### config.mk
export PLATFORM = sky130hd
export DESIGN_NAME = comparator_2bit_bist
export DESIGN_NICKNAME = d
export VERILOG_FILES = /design/src/rtl/comparator_pkg.sv /design/src/rtl/comparator_golden.sv /design/src/rtl/comparator_2bit_bist.sv
export SDC_FILE = /design/constraint.sdc
export NUM_CORES = 1
export LEC_CHECK = 0
export CORE_MARGIN = 1.5
export CORE_UTILIZATION = 25
export CTS_BUF_LIST = sky130_fd_sc_hd__clkbuf_8
export DETAILED_ROUTE_END_ITERATION = 6
export GPL_ROUTABILITY_DRIVEN = 0
export SLEW_MARGIN = 20
export SYNTH_ARGS = -nofsm -noshare
export SYNTH_HDL_FRONTEND = slang
export SYNTH_SLANG_ARGS = --single-unit
### constraint.sdc
create_clock -name clk -period 2.9 [get_ports clk]
set_input_delay 0.435 -clock clk [delete_from_list [all_inputs] [get_ports clk]]
set_output_delay 0.435 -clock clk [all_outputs]
set_load 0.05 [all_outputs]
### src/rtl/comparator_pkg.sv
// Shared definitions for comparator response checkers: sweep FSM states,
// the flag triple a comparator reports, and the golden unsigned compare.
package comparator_pkg;

  // Widest operand the golden compare accepts; narrower operands are zero-extended.
  localparam int unsigned MAX_W = 16;

  typedef enum logic [2:0] {
    ST_IDLE  = 3'd0,
    ST_DRIVE = 3'd1,
    ST_WAIT  = 3'd2,
    ST_CHECK = 3'd3,
    ST_DONE  = 3'd4
  } bist_state_t;

  typedef struct packed {
    logic e;
    logic g;
    logic l;
  } cmp_flags_t;

  // Reference response of an ideal unsigned magnitude comparator.
  function automatic cmp_flags_t golden_compare(input logic [MAX_W-1:0] a,
                                                input logic [MAX_W-1:0] b);
    cmp_flags_t f;
    f.e = (a == b);
    f.g = (a > b);
    f.l = (a < b);
    return f;
  endfunction

endpackage

### src/rtl/comparator_golden.sv
// Combinational golden model of a WIDTH-bit unsigned comparator. Fed the
// operands currently presented to the comparator under test.
module comparator_golden
  import comparator_pkg::*;
#(
  parameter int WIDTH = 2
) (
  input  logic [WIDTH-1:0] a,
  input  logic [WIDTH-1:0] b,
  output logic             exp_e,
  output logic             exp_g,
  output logic             exp_l
);

  cmp_flags_t flags;

  // Evaluate the ideal response for the current operand pair.
  always_comb begin
    flags = golden_compare(MAX_W'(a), MAX_W'(b));
  end

  assign exp_e = flags.e;
  assign exp_g = flags.g;
  assign exp_l = flags.l;

endmodule

### src/rtl/comparator_2bit_bist.sv
// On-chip response checker for a WIDTH-bit comparator. A start pulse sweeps
// every {a,b} pair in ascending order, waits SETTLE cycles per vector, then
// compares e/g/l with the golden model. Reports a saturating error count,
// the first failing vector and an overall pass flag.
module comparator_2bit_bist
  import comparator_pkg::*;
#(
  parameter int WIDTH  = 2,
  parameter int SETTLE = 1,
  parameter int ERR_W  = 5
) (
  input  logic                 clk,
  input  logic                 rst_n,
  input  logic                 start,
  output logic [WIDTH-1:0]     a_out,
  output logic [WIDTH-1:0]     b_out,
  input  logic                 e_in,
  input  logic                 g_in,
  input  logic                 l_in,
  output logic                 busy,
  output logic                 done,
  output logic                 pass,
  output logic [ERR_W-1:0]     err_count,
  output logic [2*WIDTH-1:0]   first_fail_vec,
  output logic                 first_fail_valid
);

  localparam int VW = 2 * WIDTH;
  // One spare bit so the terminal vector is compared explicitly, never wrapped.
  localparam int CW = VW + 1;
  localparam logic [CW-1:0]    LAST_VEC    = CW'((1 << VW) - 1);
  localparam int SW = (SETTLE > 1) ? $clog2(SETTLE) : 1;
  localparam logic [SW-1:0]    SETTLE_LAST = SW'((SETTLE > 0) ? SETTLE - 1 : 0);
  localparam logic [ERR_W-1:0] ERR_MAX     = '1;

  bist_state_t      state;
  logic [CW-1:0]    vec;
  logic [SW-1:0]    settle_cnt;
  logic             exp_e;
  logic             exp_g;
  logic             exp_l;
  logic             mismatch;
  logic [ERR_W-1:0] err_inc;

  comparator_golden #(
    .WIDTH (WIDTH)
  ) u_golden (
    .a     (a_out),
    .b     (b_out),
    .exp_e (exp_e),
    .exp_g (exp_g),
    .exp_l (exp_l)
  );

  // Flag any difference from the golden triple and form the saturated next count.
  // NOTE: every signal written here gets a value on every path, so no latch is inferred.
  always_comb begin
    mismatch = (e_in != exp_e) || (g_in != exp_g) || (l_in != exp_l);
    err_inc  = (err_count == ERR_MAX) ? err_count : err_count + ERR_W'(1);
  end

  // Sweep FSM with registered operands, status flags and result registers.
  // NOTE: state is updated with non-blocking assignments so every register sees pre-edge values.
  always_ff @(posedge clk or negedge rst_n) begin
    if (!rst_n) begin
      state            <= ST_IDLE;
      vec              <= '0;
      settle_cnt       <= '0;
      a_out            <= '0;
      b_out            <= '0;
      busy             <= 1'b0;
      done             <= 1'b0;
      pass             <= 1'b0;
      err_count        <= '0;
      first_fail_vec   <= '0;
      first_fail_valid <= 1'b0;
    end else begin
      case (state)
        ST_IDLE, ST_DONE: begin
          // Operands keep their last value until the first new vector is driven.
          if (start) begin
            state            <= ST_DRIVE;
            vec              <= '0;
            err_count        <= '0;
            first_fail_vec   <= '0;
            first_fail_valid <= 1'b0;
            busy             <= 1'b1;
            done             <= 1'b0;
            pass             <= 1'b0;
          end
        end

        ST_DRIVE: begin
          {a_out, b_out} <= vec[VW-1:0];
          settle_cnt     <= '0;
          state          <= (SETTLE == 0) ? ST_CHECK : ST_WAIT;
        end

        ST_WAIT: begin
          if (settle_cnt == SETTLE_LAST) begin
            state <= ST_CHECK;
          end else begin
            settle_cnt <= settle_cnt + SW'(1);
          end
        end

        ST_CHECK: begin
          if (mismatch) begin
            err_count <= err_inc;
            if (!first_fail_valid) begin
              first_fail_vec   <= vec[VW-1:0];
              first_fail_valid <= 1'b1;
            end
          end
          if (vec == LAST_VEC) begin
            state <= ST_DONE;
            busy  <= 1'b0;
            done  <= 1'b1;
            // Saturation never wraps to zero, so this equals (final err_count == 0).
            pass  <= !mismatch && (err_count == '0);
          end else begin
            vec   <= vec + CW'(1);
            state <= ST_DRIVE;
          end
        end

        default: begin
          state <= ST_IDLE;
          busy  <= 1'b0;
          done  <= 1'b0;
          pass  <= 1'b0;
        end
      endcase
    end
  end

endmodule

# Yosys cells after proc, flatten, opt, wreduce, memory -nomap -nowiden

Index checks and enable logic that the tools add are counted.

Bits in registers: 26
Output and inout bits: 17
Input port bits: 6

Bitwise logic cells: 1
Add/subtract/negate cells: 3
Reductions and logical operators: 16
Multiplexer cells: 26
Eq/ne operators: 17
Magnitude comparators: 2

Operators with widths:

| kind                                                 | number |
|---|---|
| two-way mux 5 bit                                    | 4 |
| case mux 5 bit (2 select lines)                      | 2 |
| != test 2 bit (second input constant)                | 7 |
| two-way mux 4 bit                                    | 3 |
| case mux 3 bit (4 select lines)                      | 1 |
| adder 5 x 1 -> 5 bit (second input constant)         | 2 |
| two-way mux 3 bit                                    | 3 |
| case mux 1 bit (3 select lines)                      | 3 |
| AND reduction 3 bit                                  | 3 |
| case mux 4 bit (2 select lines)                      | 1 |
| AND reduction 4 bit                                  | 2 |
| two-way mux 1 bit                                    | 7 |
| equality test 3 x 2 -> 1 bit (second input constant) | 2 |
| equality test 5 x 4 -> 1 bit (second input constant) | 1 |
| equality test 5 bit (second input constant)          | 1 |
| zero test 5 bit                                      | 1 |
| case mux 1 bit (2 select lines)                      | 2 |
| nonzero test 2 bit                                   | 2 |
| OR reduction 2 bit                                   | 2 |
| equality test 3 x 1 -> 1 bit (second input constant) | 1 |
| equality test 3 bit (second input constant)          | 1 |
| zero test 3 bit                                      | 1 |
| != test 1 bit                                        | 3 |
| equality test 2 bit                                  | 1 |
| other kinds (8)                                      | 9 |

# Depth between registers and ports, before layout

Depth in word-level cells: 8
Depth in mapped cells: 8
Mapped depth without buffers: 8

# By module

Synthesis repeated with hierarchy kept, for this count alone.

Cells, all modules: 118
Area, all modules: 1362.6 um2

Modules (own cells, without submodules):

| module               | sequential area each (um2) | area each (um2) | cells each | instances |
|---|---|---|---|---|
| comparator_2bit_bist | 625.6                      | 1300.0          | 109        | 1 |
| comparator_golden    | 0.0                        | 62.6            | 9          | 1 |

# Least setup slack after synthesis

OpenSTA, ideal clock, no wires.

Path type: register to register
Start: reg b_out[1]
End: reg err_count[3]
Path slack: 494 ps
Arrival time: 2280 ps
Stages on the path, launching flop included: 8
Cell sequence: dfrtp_1 -> inv_1 -> ha_1 -> nor2b_4 -> or4b_4 -> a21o_1 -> and3_4 -> a221o_1

Word-level cells in the longest chain between the ends: 6
Elaborated cells between the ends (all ways): 10
Classes of those cells: 2 x order compare; 5 x eq/ne; 3 x reduce/logical

Ends and longest elaborated chain:

| element                                                          | RTL line                                   | source |
|---|---|---|
| start: declaration                                               | comparator_2bit_bist.sv:16                 | `output logic [WIDTH-1:0] b_out,` |
| start signal: assignment                                         | comparator_2bit_bist.sv:94                 | `{a_out, b_out} <= vec[VW-1:0];` |
| > comparator 2 bit / equality test 2 bit (equally long branches) | comparator_pkg.sv:27, comparator_pkg.sv:26 |  |
| != test 1 bit                                                    | comparator_2bit_bist.sv:58                 | `mismatch = (e_in != exp_e) \|\| (g_in != exp_g) \|\| (l_in != exp_l);` |
| logical OR 1 bit                                                 | comparator_2bit_bist.sv:58                 |  |
| logical OR 1 bit (*)                                             | comparator_2bit_bist.sv:58                 |  |
| != test 2 bit (no line) (*)                                      | -                                          |  |
| AND reduction 4 bit (no line) (*)                                | -                                          |  |
| end signal: assignment                                           | comparator_2bit_bist.sv:109                | `err_count <= err_inc;` |
| end: declaration                                                 | comparator_2bit_bist.sv:23                 | `output logic [ERR_W-1:0] err_count,` |

Every way passes the cells marked *; elsewhere a longest branch is shown, timed or not.
A chain may end at the register's enable or synchronous reset.

# Final worst setup path

Start: reg a_out[1]
End: reg err_count[3]

Word-level cells in the longest chain between the ends: 6
Elaborated cells between the ends (all ways): 10
Classes of those cells: 2 x order compare; 5 x eq/ne; 3 x reduce/logical

Ends and longest elaborated chain:

| element                                                          | RTL line                                   | source |
|---|---|---|
| start: declaration                                               | comparator_2bit_bist.sv:15                 | `output logic [WIDTH-1:0] a_out,` |
| start signal: assignment                                         | comparator_2bit_bist.sv:94                 |  |
| > comparator 2 bit / equality test 2 bit (equally long branches) | comparator_pkg.sv:27, comparator_pkg.sv:26 |  |
| != test 1 bit                                                    | comparator_2bit_bist.sv:58                 |  |
| logical OR 1 bit                                                 | comparator_2bit_bist.sv:58                 |  |
| logical OR 1 bit (*)                                             | comparator_2bit_bist.sv:58                 |  |
| != test 2 bit (no line) (*)                                      | -                                          |  |
| AND reduction 4 bit (no line) (*)                                | -                                          |  |

Marks and branches as above.

==> summary.md <==
| Metric | Value |
|---|---|
| Yosys warns | 0 |
| Number of flops mapped to enable cells by yosys | 0 |
| Final instance area | approximately 1700 µm² |
| Fin Setup TNS | 0 ns |
| Post-synth top cells | dfrtp_1, nand2_1, nor2_1 |
| Ant diodes | 0 |
| Top-area cell type share of the netlist area | between 40% and 50% |
| Die width | about 76 µm |
| Mapped Cells | 122 |
| Crit Path Category | reg2reg |
| Max Cap Viol | 0 |
| Status | finished, final reports clean |
| Max Clock Skew | 0.00678 ns |
| Minimum clock period | 2.17 ns |
| Crit path from | a_out[1] |
| Clk sinks | 25 |
| Global-route wire length before repair | between 4 and 5 mm |
| Initial DRC count | 24 |
| Initial Utilization | 25.9% |
| Vias in the first global route | about 1000 |
| Share of layout cells above drive strength 1 | between 10 and 15% |
| Critical Path RT | ~3 ns |
| Post-DP HPWL | 2.03 mm |
| Final #Nets | between 150 and 200 |
| Synthesized area per cell | between 10 and 15 µm² |
| Post-CTS resize count | 0 |
| Yosys reg bits | 25 |
| Max Transition Viols Final | 0 |
| Max FO, Critical Path | 4 |
| Final period util | 74.9% |
| WL/cell | ~12 µm |
| Ports | 23 |
| Grt ovf | 0 |
| Total Wirelength | around 2.7 mm |
| Residual DRC | 0 |
| # rows | 26 |
| Hold violation count in the final report | 0 |
| Worst Setup End Kind | flop |
| Worst reg2reg path startpoint | a_out[1] |
| Most frequent cell after synthesis | dfrtp_1 |
| Netlist cell types | 44 |
| Arrival time at the worst endpoint | around 2.3 ns |
| Die Area | roughly 5700 µm² |
| CP peak stage delay | 0.48 ns |
| Routed Antenna Nets | 0 |
| Rel. slew slack | approximately two thirds |
| Clk_lat worst skew | between 0.2 and 0.3 ns |
| Port Buffers | 22 |
| Via count | 993 |
| Num CTS Buffers | 3 |
| Pin count of the biggest net entering global routing | 26 |
| Final setup margin | 0.727 ns |
| Antenna violations before repair | 0 |
| Area taken by multi-input logic gates | roughly 640 µm² |
| Register area | between 600 and 700 µm² |
| Synth-to-Final Area Change | 26.7% |
| Min-delay src | vec[4] |
| Cts hold-fix bufs | 0 |
| Worst IR drop on VDD | between 500 and 600 µV |
| Die height | roughly 76 µm |
| Startpoint Class | flop |
| Mapped cell area | approximately 1300 µm² |
| Cell Chain, Critical Path | ha_1 > nor2b_4 > or4b_4 > a21o_1 > and3_4 > a221o_1 |
| Vias per cell | around 4.6 |
| Crit-path slowest cell | or4b_4 |
| Layout fillers | between 500 and 600 |
| Unrepaired setup endpoints after global routing | no |
| Asr flop ratio synth | 100% |
| Placed cell area | ~1600 µm² |
| Sequential fraction of the synthesis area | roughly 47% |
| Core ar. | about 5000 µm² |
| Top cells by area, synth | dfrtp_1, ha_1, a22o_1 |
| Fin util | around a third |
| Final setup viols | 0 |
| Hold/Removal Path Class | reg2reg |
| P_leak | approximately 0.77 nW |
| H-Tree Depth | 1 |
| Total track usage | 11.0% |
| Synth area leader | dfrtp_1 |
| Place WS | between 0.6 and 0.7 ns |
| Root Driver | clkbuf_8 |
| Predominant post-synthesis flop cell | dfrtp_1 |
| Setup Fix Bufs, Post-CTS | 0 |
| Pwr per Cell Area | approximately 1100 nW/µm² |
| Max Fclk | 460 MHz |
| Clock transition at the registers of the reported paths | 0.09 ns |
| Clock Tree Buf Depth | 2 |
| Drt first pass iters | 4 |
| CTS tree | yes |
| Syn nets | 135 |
| Actual slew at the worst max-slew pin | roughly 0.50 ns |
==> worst max-delay path, delay by kind of cell, from the launching register on <==
family,cells,cell delay [ns]
adders and majority gates,1,0.33
DFF,1,0.40
and+or+nand+nor,3,0.79
AOI/OAI and AO/OA,2,0.54
==> flip-flops by register name (all words and copies together) (netlist names), 2 cells and up <==
register / flops
b_out: 2
err_count: 5
first_fail_vec: 4
state: 3
a_out: 2
vec: 5
==> per-stage QoR <==
step	cells	hold slack, ns	power [mW]
detailed placement	214	0.467	1.59
CTS	218	0.487	1.80
finish	218	0.485	1.78
floorplan	122	0.139	1.32
global route	218	0.527	1.91
global placement	214	0.469	1.58
==> report_power, final <==
part	switching [mW]	internal, mW
Combinational	0.558	0.399
Sequential	0.148	0.469
Clock	0.113	0.0950
==> cell usage in the layout (no fill, tap or decap), types with 2 or more instances in the layout <==
cell / count
dfrtp_1: 25
clkdlybuf4s50_1: 22
nand2_1: 11
nor2_1: 10
inv_1: 9
ha_1: 7
a22o_1: 6
o21ai_0: 5
mux2_2: 4
and3_1: 3
clkbuf_8: 3
buf_4: 3
nor3b_1: 2
a21oi_1: 2
nand2b_1: 2
xnor2_1: 2
a22o_2: 2
nand3_1: 2
nor4_1: 2
xor2_1: 2
==> metal layers <==
metal | vias to the layer above | share of wire (%) | global-route usage [%]
met2 | 20 | 43 | 16.1
met5 | - | 0 | 0
met3 | 3 | 4.4 | 1.46
met1 | 476 | 51 | 16.1
li1 | 494 | - | -
met4 | 0 | 1.5 | 4.76
==> cell type report <==
class | instances | area share, %
clock buffer | 3 | 2.46
clock inverter | 1 | 0.224
inverter | 8 | 1.79
multi-input combinational | 86 | 38.5
sequential | 25 | 37.3
tap | 70 | 5.23
timing repair buffer | 25 | 14.5
==> kinds of logic after synthesis <==
logic type	share of synthesized area, %
flops	47.3
xor+xnor	2.65
compound gates	15.2
buf+inv	3.97
fa+ha+maj	6.62
mux	4.16
simple gates	20.1
==> final timing paths <==
kind | to | slack, ns | cells past startpoint
worst min-delay path | vec[4] | 0.48 | 2
worst max register to register | err_count[3] | 0.73 | 6
max in group asynchronous | vec[0] | 2.12 | 2
worst min register to register | vec[4] | 0.48 | 2
min in group asynchronous | state[1] | 0.52 | 2
worst max-delay path | err_count[3] | 0.73 | 6
Note: power is estimated with default switching activity, not from simulation.
==> RTL edit, RTL diff (same settings) <==
Reset style: synchronous (`rst_n`), changed in one clocked block.
--- a/src/rtl/comparator_2bit_bist.sv
+++ b/src/rtl/comparator_2bit_bist.sv
@@ -63,3 +63,3 @@
   // NOTE: state is updated with non-blocking assignments so every register sees pre-edge values.
-  always_ff @(posedge clk or negedge rst_n) begin
+  always_ff @(posedge clk) begin
     if (!rst_n) begin
Check against the original RTL: differs if rst_n is asserted again (counterexample within 4 cycles, from zero or initial values and one cycle with rst_n low); with rst_n held inactive, the same outputs for 10 cycles.
==> RTL edit against the original RTL <==
- setup slack better by 130 ps
- sequential cell count stayed put
- via count is 7.4% higher
- cell area is 2.0% lower
- core utilization is 0.66 points lower
- wire length is 2.9% higher
- critical path type unchanged
- area after synthesis is 0.19% lower
- largest cell class unchanged
Power is not compared: it rests on default switching activity, and its combinational part moved more than twofold at a synthesized area within 25%.
==> RTL edit: results (changes against the original RTL) <==
Status = finished, final reports clean
Most instantiated cells after synthesis = 25 x dfxtp_1, 18 x nand2_1, 14 x nor2_1
Number of diodes = 0 (unchanged)
Reg-to-reg critical path startpoint = b_out[1]
Final net count = 183 (+13%)
Pin count of the biggest net entering global routing = 18 (-31%)
Hold path start = done
Worst VDD drop = 0.192 mV
Asr flop ratio synth = 0% (-100 points)
Latest clock arrival within the worst-skew pair = 270 ps (about the same)
Total GRT Usage = 11.2% (+0.22 points)
Clk slew on worst S/H paths = 90 ps (about the same)
First-pass GRT wire length = 4.96 mm (+4.7%)
DRT iter0 DRCs = 54 (+130%)
Crit Path Class = flop to flop
Synth cell types = 38 (-14%)
Most common flop cell mapped by yosys = dfxtp_1
Mean routed wirelength per cell = 11.6 um (-6.2%)
Slew headroom = 64.4% (-2.0 points)
Max incr delay on CP = 420 ps (-60 ps)
Vias in the first global route = 1,053 (+5.1%)
Synth Net Count = 162 (+20%)
# fillers = 562 (+2.7%)
DR vias/cell = 4.46 (-2.1%)
Yosys warns = 0 (unchanged)
Root Driver = clkbuf_8
Setup bufs post-CTS = 0 (unchanged)
Share of cells above drive strength 1 = 8.88% (-4.0 points)
Max stage delay cell, worst path = o311a_4
Final Skew = 6.30 ps (-0.479 ps)
Sequential fraction of the synthesis area = 37.9% (-9.4 points)
Top post-synthesis cells by area = dfxtp_1 38%, mux2i_1 6.8%, ha_1 6.6%
Dpl hpwl = 2.03 mm (-0.26%)
Critical path data arrival time = 2250 ps (-90 ps)
Reg-to-reg slack, setup = 860 ps (+130 ps)
Post-place instance area = 0.00159 sq mm (-2.3%)
-- RTL edit: cell types whose count changed in the layout (fill, tap and decap cells not counted), moves of 7 or more --
| cell | delta |
|---|---|
| dfrtp_1 | -25 |
| a21oi_1 | +8 |
| mux2i_1 | +8 |
| nand3_1 | +9 |
| dfxtp_1 | +25 |
| nand2_1 | +7 |
-- RTL edit: final timing paths --
check | cells past startpoint | end
setup / recovery | 7 | err_count[1]
hold / removal | 2 | done
setup reg to reg | 7 | err_count[1]
hold reg to reg | 2 | done
-- RTL edit: stage by stage --
step / power, mW / util (%) / hold WS, ps / setup slack (ps) / instances
3_3_place_gp: 0.491 / 31.2 / 453 / 801 / 235
4_1_cts: 0.706 / 32.1 / 467 / 856 / 239
6_report: 0.698 / 32.1 / 462 / 858 / 239
2_1_floorplan: 0.472 / - / 457 / 624 / 149
3_5_place_dp: 0.491 / 31.2 / 451 / 789 / 235
5_1_grt: 0.737 / 32.1 / 485 / 708 / 239
-- RTL edit: power by group --
group	leakage, nW	internal, mW	switching (mW)	total [mW]
clock network	0.0217	0.0975	0.118	0.215
logic	0.359	0.0474	0.0703	0.118
registers	0.202	0.352	0.0137	0.365
-- RTL edit: worst max-delay path, delay by kind of cell, from the launching register on --
kind	cells	cell delay, ps
flip-flops	1	350
buffers and inverters	1	60
AND/OR/NAND/NOR	2	390
adder cells (fa/ha/maj)	1	320
multiplexers	1	210
AO/OA/AOI/OAI	2	650
-- RTL edit: area by class of cell --
type,count,area share (%)
multi-input cells,107,45.0
inverters,10,2.29
well taps,70,5.34
flip-flops and latches,25,30.5
clock inverters,1,0.457
clock buffers,3,2.52
repair buffers,23,13.9
-- RTL edit: routing by layer --
metal | global-route usage [%] | wire length [um]
met1 | 16.4 | 1520
met2 | 16.5 | 1120
met3 | 2.51 | 115
met4 | 2.98 | 12
met5 | 0 | 0
-- RTL edit: cell families after synthesis --
logic type	Yosys count	synth area share, %
flip-flops	25	37.9
multiplexers	9	6.82
AO/OA/AOI/OAI	25	15.3
adder cells (fa/ha/maj)	7	6.63
AND/OR/NAND/NOR	61	24.0
XOR/XNOR	5	3.32
buffers and inverters	17	6.07
